--- src/rtl/nand_op_sequencer.sv ---
// Bit-serial NAND/AND/OR/XOR engine. One shared nand_gate does every result-bit evaluation.
// Optional NAND-evaluation counter enabled by defining NAND_SEQ_STATS_EN.

module nand_gate (
    input  logic a,
    input  logic b,
    output logic y
);
    assign y = ~(a & b);
endmodule

module nand_op_sequencer #(
    parameter int unsigned WIDTH = 8
) (
    input  logic             clk,
    input  logic             rst,
    input  logic             start,
    input  logic [1:0]       op,
    input  logic [WIDTH-1:0] a,
    input  logic [WIDTH-1:0] b,
    output logic             busy,
    output logic             done,
    output logic [WIDTH-1:0] result
`ifdef NAND_SEQ_STATS_EN
    ,
    output logic [15:0]      eval_count
`endif
);

    localparam int unsigned IW = (WIDTH > 1) ? $clog2(WIDTH) : 1;
    localparam logic [IW-1:0] LastIdx = IW'(WIDTH - 1);

    typedef enum logic [1:0] {StIdle, StRun, StDone} state_e;

    state_e           state_q;
    logic [WIDTH-1:0] a_q, b_q, acc_q;
    logic [1:0]       op_q, step_q;
    logic [IW-1:0]    idx_q;
    logic             t_q, x_q, u_q;

    logic abit, bbit;
    logic ga, gb, gy;

    assign abit = a_q[idx_q];
    assign bbit = b_q[idx_q];

    nand_gate u_nand (
        .a (ga),
        .b (gb),
        .y (gy)
    );

    // Gate input mux. Temps hold intermediates: OR keeps y in t; XOR keeps v in x.
    always_comb begin
        ga = abit;
        gb = bbit;
        unique case (op_q)
            2'b00: ;
            2'b01: begin
                if (step_q != 2'd0) begin
                    ga = t_q;
                    gb = t_q;
                end
            end
            2'b10: begin
                case (step_q)
                    2'd0:    begin ga = abit; gb = abit; end
                    2'd1:    begin ga = bbit; gb = bbit; end
                    default: begin ga = x_q;  gb = t_q;  end
                endcase
            end
            2'b11: begin
                case (step_q)
                    2'd0:    begin ga = abit; gb = bbit; end
                    2'd1:    begin ga = abit; gb = t_q;  end
                    2'd2:    begin ga = bbit; gb = t_q;  end
                    default: begin ga = u_q;  gb = x_q;  end
                endcase
            end
        endcase
    end

    // The last step index of a bit equals the op encoding (S(op) - 1 == op).
    always_ff @(posedge clk) begin
        if (rst) begin
            state_q <= StIdle;
            a_q     <= '0;
            b_q     <= '0;
            acc_q   <= '0;
            op_q    <= 2'b00;
            step_q  <= 2'd0;
            idx_q   <= '0;
            t_q     <= 1'b0;
            x_q     <= 1'b0;
            u_q     <= 1'b0;
            busy    <= 1'b0;
            done    <= 1'b0;
            result  <= '0;
`ifdef NAND_SEQ_STATS_EN
            eval_count <= 16'h0000;
`endif
        end else begin
            // Outputs are registered from the current state, one cycle behind it.
            busy <= (state_q != StIdle);
            done <= (state_q == StDone);
            if (state_q == StDone) begin
                result <= acc_q;
            end

            unique case (state_q)
                StIdle: begin
                    if (start) begin
                        a_q     <= a;
                        b_q     <= b;
                        op_q    <= op;
                        acc_q   <= '0;
                        idx_q   <= '0;
                        step_q  <= 2'd0;
                        state_q <= StRun;
                    end
                end
                StRun: begin
`ifdef NAND_SEQ_STATS_EN
                    if (eval_count != 16'hFFFF) begin
                        eval_count <= eval_count + 16'd1;
                    end
`endif
                    unique case (op_q)
                        2'b01: if (step_q == 2'd0) t_q <= gy;
                        2'b10: begin
                            if (step_q == 2'd0) x_q <= gy;
                            if (step_q == 2'd1) t_q <= gy;
                        end
                        2'b11: begin
                            if (step_q == 2'd0) t_q <= gy;
                            if (step_q == 2'd1) u_q <= gy;
                            if (step_q == 2'd2) x_q <= gy;
                        end
                        default: ;
                    endcase
                    if (step_q == op_q) begin
                        acc_q[idx_q] <= gy;
                        step_q       <= 2'd0;
                        if (idx_q == LastIdx) begin
                            state_q <= StDone;
                        end else begin
                            idx_q <= idx_q + 1'b1;
                        end
                    end else begin
                        step_q <= step_q + 2'd1;
                    end
                end
                StDone: state_q <= StIdle;
                default: state_q <= StIdle;
            endcase
        end
    end

endmodule

--- config.mk ---
export PLATFORM = sky130hd
export DESIGN_NAME = nand_op_sequencer
export DESIGN_NICKNAME = d
export VERILOG_FILES = /design/src/rtl/nand_op_sequencer.sv
export SDC_FILE = /design/constraint.sdc
export NUM_CORES = 1
export LEC_CHECK = 0
export ABC_CLOCK_PERIOD_IN_PS = 3500
export BUFFER_PORTS_ARGS = -buffer_cell sky130_fd_sc_hd__buf_2
export CELL_PAD_IN_SITES_DETAIL_PLACEMENT = 0
export CELL_PAD_IN_SITES_GLOBAL_PLACEMENT = 2
export CORE_MARGIN = 2
export CORE_UTILIZATION = 36
export DETAILED_ROUTE_END_ITERATION = 10
export GPL_TIMING_DRIVEN = 0
export PLACE_DENSITY = 0.91
export SLEW_MARGIN = 20
export SYNTH_ARGS = -nofsm -noshare
export SYNTH_HDL_FRONTEND = slang
export SYNTH_SLANG_ARGS = --single-unit
--- constraint.sdc ---
create_clock -name clk -period 3.5 [get_ports clk]
set_input_delay 0.175 -clock clk [delete_from_list [all_inputs] [get_ports clk]]
set_output_delay 0.175 -clock clk [all_outputs]
set_load 0.03 [all_outputs]
# Word level (Yosys, flattened, before mapping)
# Cells that the tools add are included.
[op_classes] bitwise=2 muxes=34 reduce_logical=19 order_cmp=2 add_sub_neg=2 eq_ne=17
[op_table] cell="8-bit two-way mux" n=2
[op_table] cell="8-bit one-hot mux with 2 select lines" n=1
[op_table] cell="2-bit != test, second input constant" n=7
[op_table] cell="1-bit one-hot mux with 2 select lines" n=6
[op_table] cell="4-bit AND reduction" n=3
[op_table] cell="2-bit two-way mux" n=5
[op_table] cell="2-bit nonzero test" n=5
[op_table] cell="3-bit two-way mux" n=3
[op_table] cell="3-bit AND reduction" n=3
[op_table] cell="8-bit bitwise mux" n=1
[op_table] cell="2-bit equality test, second input constant" n=4
[op_table] cell="1-bit two-way mux" n=8
[op_table] cell="2-bit one-hot mux with 2 select lines" n=2
[op_table] cell="1-bit binary-select mux with 3-bit select" n=2
[op_table] cell="2-bit by 1-bit equality test with 1-bit output, second input constant" n=3
[op_table] cell="1-bit one-hot mux with 3 select lines" n=2
[op_table] cell="3-bit one-hot mux with 2 select lines" n=1
[op_table] cell="2-bit OR reduction" n=3
[op_table] cell="2-bit zero test" n=2
[op_table] cell="3-bit by 4-bit < comparator with 1-bit output, second input constant" n=1
[op_table] cell="2-bit AND reduction" n=2
[op_table] cell="3-bit by 1-bit adder with 3-bit output, second input constant" n=1
[op_table] cell="1-bit demux with 3-bit select" n=1
[op_table] cell="3-bit equality test, second input constant" n=1
[op_table] cell="7 further kinds" n=7
[word_totals] reg_bits=46 output_inout_bits=10 inputBits=21

# Longest topological paths before layout
[depth] word_depth=9 ltp_mapped=9

# Modules after synthesis
# A second synthesis with hierarchy kept.
[unflattened] cells_unflattened=284 area_unflattened_um2=2214.6
[by_module_without_submodules] mod="nand_op_sequencer" area_each_um2=2210.9 cells_each=283 n_inst=1
[by_module_without_submodules] mod="nand_gate" area_each_um2=3.8 cells_each=1 n_inst=1

# Worst setup path after synthesis
# Ideal clock, no wire load.
[synth_path] path_type="register -> register" from="reg idx_q[0]" to="reg acc_q[5]" required_ns=3.404 arrival_ns=1.926 slack_ns=1.478 synth_period_minus_slack_ns=2.022 stages_incl_launch_ff=9 setup_ns=0.096 path_cell_list="dfxtp_1 > buf_4 > mux2i_1 > nor2_1 > or3_4 > a41o_1 > o22a_1 > buf_6 > o41ai_2"
[synth_between] elab_chain_cells=9 word_cells_on_any_way=22
[synth_lines] item="start: declaration" line_no="38" source="logic [IW-1:0] idx_q;"
[synth_lines] item="start signal: assignment" line_no="147" source="idx_q <= idx_q + 1'b1;"
[synth_lines] item="1-bit binary-select mux with 3-bit select (on tied branches)" line_no="45, 44"
[synth_lines] item="1-bit two-way mux (on tied branches)" line_no="45, 44"
[synth_lines] item="1-bit one-hot mux with 2 select lines, or another cell as far along" line_no="73" source="case (step_q)"
[synth_lines] item="1-bit one-hot mux with 3 select lines" line_no="57" source="unique case (op_q)"
[synth_lines] item="1-bit AND" line_no="9" source="assign y = ~(a & b);"
[synth_lines] item="1-bit inverter" line_no="9"
[synth_lines] item="8-bit bitwise mux (*)" line_no="142" source="acc_q[idx_q] <= gy;"
[synth_lines] item="8-bit two-way mux (*)" line_no="141" source="if (step_q == op_q) begin"
[synth_lines] item="8-bit one-hot mux with 2 select lines (*)" line_no="110" source="unique case (state_q)"
[synth_lines] item="end signal: indexed assignment" line_no="142"
[synth_lines] item="end: declaration" line_no="36" source="logic [WIDTH-1:0] a_q, b_q, acc_q;"
# Every way passes the cells marked *; elsewhere a longest branch is shown, timed or not. The select of a mux whose other input is x is not followed.
# A chain may end at the register's enable or synchronous reset.

# Worst setup path after layout
[layout_path] from="reg idx_q[1]" to="reg acc_q[5]"
# The elaborated chain is that of the path after synthesis.

==> results.py <==
metrics = {
    "power": {
        "p_clk_share_pct": 31.8,
        "switchingPower_uw": 264,
        "power_density_mw_per_mm2": 399,
        "seq_power_share_pct": 55.0,
        "peakVddDrop_mv": 0.191,
        "combPwrFrac_pct": 13.2,
        "p_sw_share_pct": 26.2,
        "p_int_uw": 744,
        "p_leak_uw": 0.000962,
    },
    "setup_path": {
        "endpoint_kind": "register",
        "startpoint": "idx_q[1]",
        "r2r_start": "idx_q[1]",
        "path_max_fanout": 10,
        "worst_setup_path_start_kind": "register",
        "crit_arrival_ns": 2.47,
        "critPathKind": "register to register",
        "cp.required_ns": 3.70,
    },
    "route": {
        "wl_um": 5130,
        "drtIter0Drc": 116,
        "first_pass_iters": 4,
        "ant_nets": 0,
        "viasPerCell": 5.12,
        "drc": 0,
        "via_count": 1976,
        "wl_per_cell_um": 13.3,
    },
    "global_route": {
        "grt_overflow": 0,
        "antenna_found_initial": 0,
        "grt_pass1_vias": 1882,
        "grt_use_total_pct": 16.9,
        "grt_pass1_wl_um": 8710,
        "grt_max_degree": 13,
    },
    "timing": {
        "skew_ns": 0.00554,
        "tightest_slew_ns": 0.575,
        "fin_tns_setup_ns": 0,
        "slew_viol_final": 0,
        "min_period_over_period_pct": 64.8,
        "fin_ws_ns": 1.23,
        "setup-violations-final": 0,
        "hold_violations": 0,
        "relSlewSlack_pct": 61.7,
        "min_period_ns": 2.27,
        "fmax_ghz": 0.441,
        "rsz0062_at_grt": "false",
        "whs_ns": 0.108,
    },
    "logic_synthesis": {
        "yosysWarnings": 0,
        "async_flop_share_pct": 0,
        "ys.flop_type": "dfxtp_1",
        "ys_seq_area_share_pct": 41.9,
        "synth_enable_flop_cells": 0,
        "synth.avg_cell_area_um2": 7.99,
        "synth-seq-cells": 46,
        "synth_cells": 275,
        "ys_types": 44,
        "mappedNetlistNets": 302,
        "syn_area_mm2": 0.00220,
    },
    "die": {
        "fp.coreArea_mm2": 0.00592,
        "start_util_pct": 37.1,
        "die_height_um": 82.1,
        "fp.dieW_um": 82.1,
        "rows": 28,
        "num_io_pins": 31,
        "dieArea_mm2": 0.00675,
    },
    "cts": {
        "tritoncts": "yes",
        "postCtsSetupRepairBufs": 0,
        "clkSlewWorstSetupHoldPaths_ns": 0.08,
        "clockBufferDepth": 2,
        "clock-sinks": 46,
        "htreeDepth": 2,
        "numCtsBuffers": 5,
        "clk_latency_ns": 0.29,
        "ctsResizeCount": 0,
        "ctsHoldBuffers": 0,
        "root_buffer": "clkbuf_8",
    },
    "final_layout": {
        "final_common_cell": "nand2_1",
        "final_nets": 339,
        "finalInstanceArea_mm2": 0.00252,
        "final_cell_mix": "nand2_1 (67), dfxtp_1 (46), buf_2 (31)",
        "n_fill_cell": 645,
        "n_antenna_cell": 0,
        "drive_gt1_share_pct": 15.1,
        "syn_to_final_growth_pct": 14.9,
    },
    "placement": {
        "finalWeightedCongestion": 0.839,
        "io_buffers": 30,
        "place_ws_ns": 1.24,
        "dp_hpwl_um": 3740,
        "placed_area_mm2": 0.00244,
    },
    "worst_hold_path": {
        "hold_path.startpoint": "b[1]",
        "hold_path_class": "input port to register",
    },
    "run_status": {
        "status": "complete, no violations",
    },
    "run": {
        "cap_viol_max_count": 0,
    },
}
-- flip-flops by register name, summed over array words and instances (netlist names) --
| register | cells |
|---|---|
| a_q | 8 |
| acc_q | 8 |
| b_q | 8 |
| busy | 1 |
| done | 1 |
| idx_q | 3 |
| op_q | 2 |
| result | 8 |
| state_q | 2 |
| step_q | 2 |
| t_q | 1 |
| u_q | 1 |
| x_q | 1 |
-- power by group through the flow --
stage                     combinational [uW]  sequential [uW]  clock (uW)
after floorplan                         93.3              565           0
after global placement                   133              567           0
after detailed placement                 133              568           0
after CTS                                134              555         334
after global routing                     151              558         352
final                                    133              555         321
-- cell type report --
type	instances	area, um^2	share of cell area (%)
Buffer	17	83.8	3.32
Multi-Input combinational cell	205	1170	46.2
Sequential cell	46	921	36.5
Timing Repair Buffer	30	150	5.95
Tap cell	75	93.8	3.72
Inverter	7	26.3	1.04
Clock buffer	6	82.6	3.27
-- through the flow --
stage / cells / util, % / power (uW)
floorplan: 275 / - / 658
global placement: 380 / 41.3 / 700
detailed placement: 380 / 41.3 / 700
CTS: 386 / 42.6 / 1020
global route: 386 / 42.6 / 1060
finish: 386 / 42.6 / 1010
-- synthesized netlist by cell type (all sizes together) (2+ instances only) --
| master | number | area [um^2] |
|---|---|---|
| o211ai | 2 | 15.0 |
| o41ai | 3 | 41.3 |
| nand2 | 67 | 251 |
| and2 | 2 | 12.5 |
| clkbuf | 13 | 48.8 |
| a21oi | 30 | 150 |
| nand3b | 3 | 22.5 |
| dfxtp | 46 | 921 |
| ha | 6 | 75.1 |
| nor3 | 9 | 45.0 |
| xnor2 | 2 | 17.5 |
| buf | 4 | 35.0 |
| nand2b | 4 | 32.5 |
| a22oi | 4 | 30.0 |
| inv | 7 | 26.3 |
| mux2i | 6 | 60.1 |
| nor2b | 5 | 31.3 |
| o31ai | 7 | 52.6 |
| nor2 | 19 | 71.3 |
| o32ai | 2 | 17.5 |
| a31oi | 4 | 25.0 |
| o21ai | 3 | 15.0 |
| nand3 | 11 | 55.1 |
-- final timing paths --
path	endpoint	slack, ns	depth (start not counted)
worst min-delay path	b_q[1]	0.11	3
worst min register to register	result[6]	0.45	2
worst max register to register	acc_q[5]	1.23	8
worst max-delay path	acc_q[5]	1.23	8
-- routing by layer --
| layer | vias up | GRT usage [%] | share of wire (%) |
|---|---|---|---|
| met5 | - | 0 | 0 |
| met4 | 0 | 5.50 | 1.4 |
| met3 | 7 | 2.61 | 3.1 |
| met2 | 32 | 28.0 | 47 |
| met1 | 908 | 22.5 | 49 |
| li1 | 1029 | - | - |
-- worst max-delay path: stages (launching register included) --
cell and delay (ns):
dfxtp_1 0.35, buf_6 0.16, mux2i_1 0.26, o32ai_1 0.11, or3_4 0.43, a41o_1 0.22, o22a_1 0.20, buf_6 0.16
o41ai_2 0.29
-- kinds of logic (layout without fill, tap and decap cells) --
family	count (synthesis)	count (layout)	synth area share [%]
multiplexers	7	7	3.24
AND/OR/NAND/NOR	126	126	26.0
buffers and inverters	24	60	5.01
XOR/XNOR	2	2	0.797
adder cells (fa/ha/maj)	6	6	3.41
AO/OA/AOI/OAI	64	64	19.6
flip-flops	46	46	41.9
Power figures use the tool's default switching activity.
